[config.mk]
export PLATFORM = sky130hd
export DESIGN_NAME = keypad_scanner
export DESIGN_NICKNAME = d
export VERILOG_FILES = /design/src/rtl/keypad_pkg.sv /design/src/rtl/keypad_scanner_sync_2ff.sv /design/src/rtl/keypad_scanner.sv
export SDC_FILE = /design/constraint.sdc
export NUM_CORES = 1
export LEC_CHECK = 0
export BUFFER_PORTS_ARGS = -buffer_cell sky130_fd_sc_hd__buf_4
export CORE_MARGIN = 5
export CORE_UTILIZATION = 35
export CTS_CLUSTER_DIAMETER = 60
export DETAILED_ROUTE_END_ITERATION = 12
export GPL_ROUTABILITY_DRIVEN = 0
export SLEW_MARGIN = 0
export SYNTH_ARGS = -nofsm -noshare
export SYNTH_HDL_FRONTEND = slang
export SYNTH_SLANG_ARGS = --single-unit
[constraint.sdc]
create_clock -name clk -period 6.1 [get_ports clk]
set_input_delay 0.305 -clock clk [delete_from_list [all_inputs] [get_ports clk]]
set_output_delay 0.305 -clock clk [all_outputs]
set_load 0.01 [all_outputs]
[src/rtl/keypad_pkg.sv]
// Shared key codes, scanner FSM states and lookup helpers for the keypad
// scanner and the arithmetic block that consumes its key codes.
package keypad_pkg;

    localparam logic [3:0] KEY_ADD   = 4'd10;
    localparam logic [3:0] KEY_EQUAL = 4'd11;
    localparam logic [3:0] KEY_CLEAR = 4'd12;
    localparam logic [3:0] KEY_STAR  = 4'd13;
    localparam logic [3:0] KEY_HASH  = 4'd14;
    localparam logic [3:0] KEY_D     = 4'd15;

    typedef enum logic [1:0] {
        SCAN     = 2'd0,
        DEBOUNCE = 2'd1,
        HELD     = 2'd2
    } kp_state_e;

    function automatic logic [3:0] key_map(input logic [1:0] row, input logic [1:0] col);
        logic [3:0] code;
        case ({row, col})
            4'd0:    code = 4'd1;
            4'd1:    code = 4'd2;
            4'd2:    code = 4'd3;
            4'd3:    code = KEY_ADD;
            4'd4:    code = 4'd4;
            4'd5:    code = 4'd5;
            4'd6:    code = 4'd6;
            4'd7:    code = KEY_EQUAL;
            4'd8:    code = 4'd7;
            4'd9:    code = 4'd8;
            4'd10:   code = 4'd9;
            4'd11:   code = KEY_CLEAR;
            4'd12:   code = KEY_STAR;
            4'd13:   code = 4'd0;
            4'd14:   code = KEY_HASH;
            4'd15:   code = KEY_D;
            default: code = 4'd0;
        endcase
        return code;
    endfunction

    // Column index of an active-low one-cold column drive.
    function automatic logic [1:0] col_index(input logic [3:0] col_drive);
        logic [1:0] idx;
        case (col_drive)
            4'b1110: idx = 2'd0;
            4'b1101: idx = 2'd1;
            4'b1011: idx = 2'd2;
            4'b0111: idx = 2'd3;
            default: idx = 2'd0;
        endcase
        return idx;
    endfunction

    function automatic logic [1:0] lowest_low_row(input logic [3:0] rows);
        logic [1:0] idx;
        casez (rows)
            4'b???0: idx = 2'd0;
            4'b??01: idx = 2'd1;
            4'b?011: idx = 2'd2;
            4'b0111: idx = 2'd3;
            default: idx = 2'd0;
        endcase
        return idx;
    endfunction

endpackage

[src/rtl/keypad_scanner_sync_2ff.sv]
// Two-flop synchroniser for asynchronous level inputs, with a configurable
// reset value so idle pulled-up lines read as inactive out of reset.
module sync_2ff #(
    parameter int              WIDTH     = 4,
    parameter logic [WIDTH-1:0] RESET_VAL = {WIDTH{1'b1}}
) (
    input  logic             clk,
    input  logic             rst,
    input  logic [WIDTH-1:0] d_in,
    output logic [WIDTH-1:0] q_out
);
    logic [WIDTH-1:0] meta_q;
    logic [WIDTH-1:0] sync_q;

    // Two-stage capture of the asynchronous input.
    always_ff @(posedge clk) begin
        if (rst) begin
            meta_q <= RESET_VAL;
            sync_q <= RESET_VAL;
        end else begin
            meta_q <= d_in;
            sync_q <= meta_q;
        end
    end

    assign q_out = sync_q;

endmodule

[src/rtl/keypad_scanner.sv]
// 4x4 active-low keypad scanner: rotates the column drive, debounces press
// and release on dwell-end ticks, and strobes one key code per press.
module keypad_scanner
    import keypad_pkg::*;
#(
    parameter int SCAN_DIV     = 1000,
    parameter int DEBOUNCE_CNT = 8
) (
    input  logic       clk,
    input  logic       rst,
    input  logic [3:0] row_in,
    output logic [3:0] col_out,
    output logic [3:0] key_code,
    output logic       key_pulse,
    output logic       key_held
);
    localparam int DIV_W = (SCAN_DIV > 1) ? $clog2(SCAN_DIV) : 1;
    localparam int CNT_W = $clog2(DEBOUNCE_CNT + 1);
    localparam logic [DIV_W-1:0] DIV_LAST = DIV_W'(SCAN_DIV - 1);
    localparam logic [DIV_W-1:0] DIV_ONE  = DIV_W'(1);
    localparam logic [CNT_W-1:0] CNT_DONE = CNT_W'(DEBOUNCE_CNT);
    localparam logic [CNT_W-1:0] CNT_ONE  = CNT_W'(1);

    logic [3:0]       rows_s;
    logic             tick_s;
    logic [1:0]       cur_col_s;
    logic [3:0]       col_rot_s;
    logic [CNT_W-1:0] cnt_inc_s;

    kp_state_e        state_q, state_d;
    logic [DIV_W-1:0] div_q, div_d;
    logic [CNT_W-1:0] cnt_q, cnt_d;
    logic [3:0]       col_q, col_d;
    logic [1:0]       row_q, row_d;
    logic [3:0]       code_q, code_d;
    logic             pulse_q, pulse_d;
    logic             held_q, held_d;

    sync_2ff #(
        .WIDTH    (4),
        .RESET_VAL(4'hF)
    ) u_row_sync (
        .clk  (clk),
        .rst  (rst),
        .d_in (row_in),
        .q_out(rows_s)
    );

    assign tick_s    = (div_q == DIV_LAST);
    assign cur_col_s = col_index(col_q);
    assign col_rot_s = {col_q[2:0], col_q[3]};
    assign cnt_inc_s = cnt_q + CNT_ONE;

    // Next-state logic; everything except the divider moves only on a tick.
    always_comb begin
        state_d = state_q;
        div_d   = tick_s ? {DIV_W{1'b0}} : div_q + DIV_ONE;
        cnt_d   = cnt_q;
        col_d   = col_q;
        row_d   = row_q;
        code_d  = code_q;
        pulse_d = 1'b0;
        held_d  = held_q;
        if (tick_s) begin
            case (state_q)
                SCAN: begin
                    if (rows_s == 4'hF) begin
                        col_d = col_rot_s;
                    end else if (CNT_DONE == CNT_ONE) begin
                        row_d   = lowest_low_row(rows_s);
                        code_d  = key_map(lowest_low_row(rows_s), cur_col_s);
                        pulse_d = 1'b1;
                        held_d  = 1'b1;
                        cnt_d   = {CNT_W{1'b0}};
                        state_d = HELD;
                    end else begin
                        row_d   = lowest_low_row(rows_s);
                        cnt_d   = CNT_ONE;
                        state_d = DEBOUNCE;
                    end
                end
                DEBOUNCE: begin
                    if (rows_s[row_q]) begin
                        cnt_d   = {CNT_W{1'b0}};
                        state_d = SCAN;
                    end else if (cnt_inc_s == CNT_DONE) begin
                        code_d  = key_map(row_q, cur_col_s);
                        pulse_d = 1'b1;
                        held_d  = 1'b1;
                        cnt_d   = {CNT_W{1'b0}};
                        state_d = HELD;
                    end else begin
                        cnt_d = cnt_inc_s;
                    end
                end
                HELD: begin
                    // Release is judged on the accepted row only, so a second key
                    // in the same column is picked up as a fresh press afterwards.
                    if (!rows_s[row_q]) begin
                        cnt_d = {CNT_W{1'b0}};
                    end else if (cnt_inc_s == CNT_DONE) begin
                        held_d  = 1'b0;
                        cnt_d   = {CNT_W{1'b0}};
                        col_d   = col_rot_s;
                        state_d = SCAN;
                    end else begin
                        cnt_d = cnt_inc_s;
                    end
                end
                default: begin
                    cnt_d   = {CNT_W{1'b0}};
                    held_d  = 1'b0;
                    state_d = SCAN;
                end
            endcase
        end else begin
            pulse_d = 1'b0;
        end
    end

    // State and output registers.
    always_ff @(posedge clk) begin
        if (rst) begin
            state_q <= SCAN;
            div_q   <= {DIV_W{1'b0}};
            cnt_q   <= {CNT_W{1'b0}};
            col_q   <= 4'b1110;
            row_q   <= 2'd0;
            code_q  <= 4'd0;
            pulse_q <= 1'b0;
            held_q  <= 1'b0;
        end else begin
            state_q <= state_d;
            div_q   <= div_d;
            cnt_q   <= cnt_d;
            col_q   <= col_d;
            row_q   <= row_d;
            code_q  <= code_d;
            pulse_q <= pulse_d;
            held_q  <= held_d;
        end
    end

    assign col_out   = col_q;
    assign key_code  = code_q;
    assign key_pulse = pulse_q;
    assign key_held  = held_q;

endmodule
==> results.txt <==
* Number of cells on the worst hold path: 2
- Setup repair after global routing left no endpoint under its margin.
- For the worst setup path, the data required time is 6.29 ns.
- R2R setup slack: 3.63 ns
- Total of hold buffers inserted after clock tree synthesis: 0
- Mean cell area of the mapped netlist: 8.21 um^2
- Post-placement worst setup slack: 3.67 ns
- The clock drives 36 sinks.
* Cell taking the most area after synthesis: sky130_fd_sc_hd__dfxtp_1
- VDD sags by at most 177 uV.
- Instance area after placement: 0.00207 mm^2
- Number of standard cells in the layout, taps in and fillers out: 315
- Sequential cell area fraction in the yosys report: 0.372
- DRC Markers: 0
* Worst r2r path cells: 4
* Core area: 0.00544 mm^2
- Dividing the detail-routed via count by the number of cells gives 5.43.
* Total setup violations reported at the end of the flow: 0
- CTS root buf: sky130_fd_sc_hd__clkbuf_8
- After technology mapping, the gate count stands at 236.
- Iteration-0 DRC count of the detailed router: 106
- Antenna-violating nets left: 0
- Of the available clock period, the critical path in the final layout requires 0.404.
* Number of gates resized after CTS: 0
- Largest fanout on the critical path: 12
- In this run the deepest clock path goes through 2 buffers.
- In the final layout, the share of cells above drive strength 1 is 0.165.
- Fmax: 406 MHz
* Vias in the first global route: 1592
- Critical Path AT: 2.65 ns
- Max capacitance violation total: 0
* Antenna violations before repair: 0
- The first global-routing pass estimated 7460 um of wire.
* Syn_nets: 245
* Dominant synthesized flop cell: sky130_fd_sc_hd__dfxtp_1
- Row Count: 27
- The wire-length estimate of the detail-placed layout is 2960 um.
* Final routed wire length divided by cell count: 13.6 um
* Number of diodes added for antenna fixing: 0
- Warning count from the yosys run: 0
* Endpoint, Worst Hold: u_row_sync.meta_q[0]$_SDFF_PP1_
- Type of the tightest min-delay check: primary input to flip-flop
- The number of different library cells used by synthesis comes to 44.
* Kind of end point of the critical path: flip-flop
* Remaining global-route overflow: 0
* TritonCTS clock tree: done
* Drt first pass iters: 5
- Netlist Area Pre-Place: 0.00194 mm^2
* Most common cell after layout, fill and taps aside: sky130_fd_sc_hd__dfxtp_1
- Startpoint of the tightest hold check path: row_in[0]
- Boundary pin count: 16
* Number of register bits inferred by synthesis: 36
- Summing all non-filler instances in the final layout gives an area of 0.00217 mm^2.
- Share of synthesized registers carrying an async set or reset: 0
* RR Endpoint: key_code[0]$_SDFFE_PP0P_
* Setup bufs post-CTS: 0
- The die is 84.4 um tall.
* Largest net degree at the start of global routing: 36
* Cts bufs inserted: 5
- Starting Density: 0.356
- In this run the tool buffered the top-level ports with 15 buffer cells.
- In this run, synthesis inferred 0 flip-flops with an integrated enable.
- Die outline area: 0.00713 mm^2
* Core utilization of the finished layout: 0.398
- Skew final: 0.00351 ns
- Layout area overhead: 11.7%
- CTS clock-pin slew for the worst setup and hold paths: 0.08 ns
* Final hold vios: 0
- Worst-Margin Slew: 0.982 ns
- For this run, the total global-route usage over all layers was measured as 0.126.
- The share of synthesized area in the top cell type comes to 0.372.
- Final sum of negative setup slack: 0 ns
* Worst slew slack as a fraction of its limit: 0.342
- Setup crit start kind: flip-flop
* Total number of vias: 1711
* Result of the run: finished, final reports clean
- In this run the static leakage power is 0.771 nW.
* Final number of max-transition violations: 0
* Min Clock Period, post-route: 2.47 ns
* Critical path class: flip-flop to flip-flop
* Final net count: 251
- The floorplan step set the die width to 84.4 um.
- DP Cell Count: 307
- The routed design has 4270 um of wire.
- Across all setup checks in the final design, the least slack found is 3.63 ns.
- In the layout the commonest cells are sky130_fd_sc_hd__dfxtp_1, sky130_fd_sc_hd__nand2_1, sky130_fd_sc_hd__a21oi_1, sky130_fd_sc_hd__nor2_1, sky130_fd_sc_hd__buf_4.
- At the later pin of the worst-skew pair, clock insertion delay measures 0.29 ns.
- The startpoint identified for the worst register-to-register timing path is row_q[0]$_SDFFE_PP0P_.
- Power spread over the standard cell area amounts to 208 mW/mm^2.
- In the post-synthesis netlist, the biggest area contributors are sky130_fd_sc_hd__dfxtp_1, sky130_fd_sc_hd__a21oi_1, sky130_fd_sc_hd__nand2_1.
* CTS H-tree depth: 2
==> synth_stat cells, types with 2 or more instances <==
cell and instances:
sky130_fd_sc_hd__nor4b_1 3, sky130_fd_sc_hd__inv_1 4, sky130_fd_sc_hd__xor2_1 4, sky130_fd_sc_hd__nor2b_1 3, sky130_fd_sc_hd__o2111ai_1 2, sky130_fd_sc_hd__o21ai_0 12
sky130_fd_sc_hd__and3_1 4, sky130_fd_sc_hd__a31oi_1 4, sky130_fd_sc_hd__mux2i_1 5, sky130_fd_sc_hd__nand2b_1 6, sky130_fd_sc_hd__nor3_1 10, sky130_fd_sc_hd__mux2_2 4
sky130_fd_sc_hd__and2_1 2, sky130_fd_sc_hd__xnor2_1 4, sky130_fd_sc_hd__ha_1 3, sky130_fd_sc_hd__a2111oi_0 3, sky130_fd_sc_hd__a211oi_1 2, sky130_fd_sc_hd__or2_2 9
sky130_fd_sc_hd__nand4_1 5, sky130_fd_sc_hd__or3_1 4, sky130_fd_sc_hd__nor4_1 4, sky130_fd_sc_hd__nor2_1 17, sky130_fd_sc_hd__a31o_2 2, sky130_fd_sc_hd__a21oi_1 17
sky130_fd_sc_hd__nand3_1 10, sky130_fd_sc_hd__nand2_1 20, sky130_fd_sc_hd__nand3b_1 2, sky130_fd_sc_hd__a32oi_1 2, sky130_fd_sc_hd__clkbuf_1 14, sky130_fd_sc_hd__nand4b_1 2
sky130_fd_sc_hd__or4_1 5, sky130_fd_sc_hd__dfxtp_1 36
==> report_power, final <==
part / switching (mW) / internal (mW)
registers: 0.00752 / 0.241
clock network: 0.0912 / 0.0808
logic: 0.0165 / 0.0131
total: 0.115 / 0.335
==> state kept, by name, indices dropped and copies added, names as in the netlist <==
| signal | cells |
|---|---|
| col_out | 4 |
| div_q | 10 |
| key_pulse | 1 |
| u_row_sync.meta_q | 4 |
| row_q | 2 |
| cnt_q | 4 |
| u_row_sync.q_out | 4 |
| key_held | 1 |
| state_q | 2 |
| key_code | 4 |
==> worst max-delay path, stage by stage (launching register included) <==
cell,delay [ns]
sky130_fd_sc_hd__dfxtp_1,0.51
sky130_fd_sc_hd__mux4_2,0.68
sky130_fd_sc_hd__nor4_1,0.78
sky130_fd_sc_hd__a21oi_1,0.16
sky130_fd_sc_hd__a31o_2,0.24
==> worst max-delay path by stage <==
stage                     startpoint                       end  slack [ns]  depth (start not counted)
2_1_floorplan    div_q[0]$_SDFF_PP0_  key_code[2]$_SDFFE_PP0P_        3.86                          6
3_3_place_gp     div_q[5]$_SDFF_PP0_   col_out[0]$_SDFFE_PP0P_        3.67                          5
3_5_place_dp   row_q[0]$_SDFFE_PP0P_  key_code[0]$_SDFFE_PP0P_        3.67                          4
4_1_cts          div_q[6]$_SDFF_PP0_   col_out[0]$_SDFFE_PP0P_        3.64                          5
5_1_grt          div_q[6]$_SDFF_PP0_   col_out[2]$_SDFFE_PP1P_        3.40                          5
6_report       row_q[0]$_SDFFE_PP0P_  key_code[0]$_SDFFE_PP0P_        3.63                          4
==> area by class of cell <==
type | count | area [um^2]
clock inverter | 3 | 23.8
sequential | 36 | 721
clock buffer | 5 | 68.8
timing repair buffer | 15 | 113
fill | 546 | 3270
inverter | 4 | 15.0
multi-input combinational | 180 | 1130
tap | 72 | 90.1
==> metal layers <==
metal | track usage | part of all wire | up-vias
li1 | - | - | 873
met1 | 0.168 | 0.49 | 797
met2 | 0.200 | 0.45 | 34
met3 | 0.0255 | 0.036 | 7
met4 | 0.0475 | 0.017 | 0
met5 | 0 | 0 | -
==> cells by family (layout without fill, tap and decap cells) <==
family | Yosys count | in the layout | share of synthesized area
fa+ha+maj | 3 | 3 | 0.0194
buf+inv | 20 | 27 | 0.0426
compound gates | 51 | 51 | 0.166
xor+xnor | 8 | 8 | 0.0361
simple gates | 108 | 108 | 0.303
flops | 36 | 36 | 0.372
mux | 10 | 10 | 0.0607
==> per-stage QoR <==
| step | hold WS (ns) | power (mW) |
|---|---|---|
| 2_1_floorplan | 0.389 | 0.274 |
| 3_3_place_gp | 0.392 | 0.284 |
| 3_5_place_dp | 0.395 | 0.284 |
| 4_1_cts | 0.187 | 0.458 |
| 5_1_grt | 0.182 | 0.473 |
| 6_report | 0.197 | 0.450 |
(Power assumes the default switching activity.)
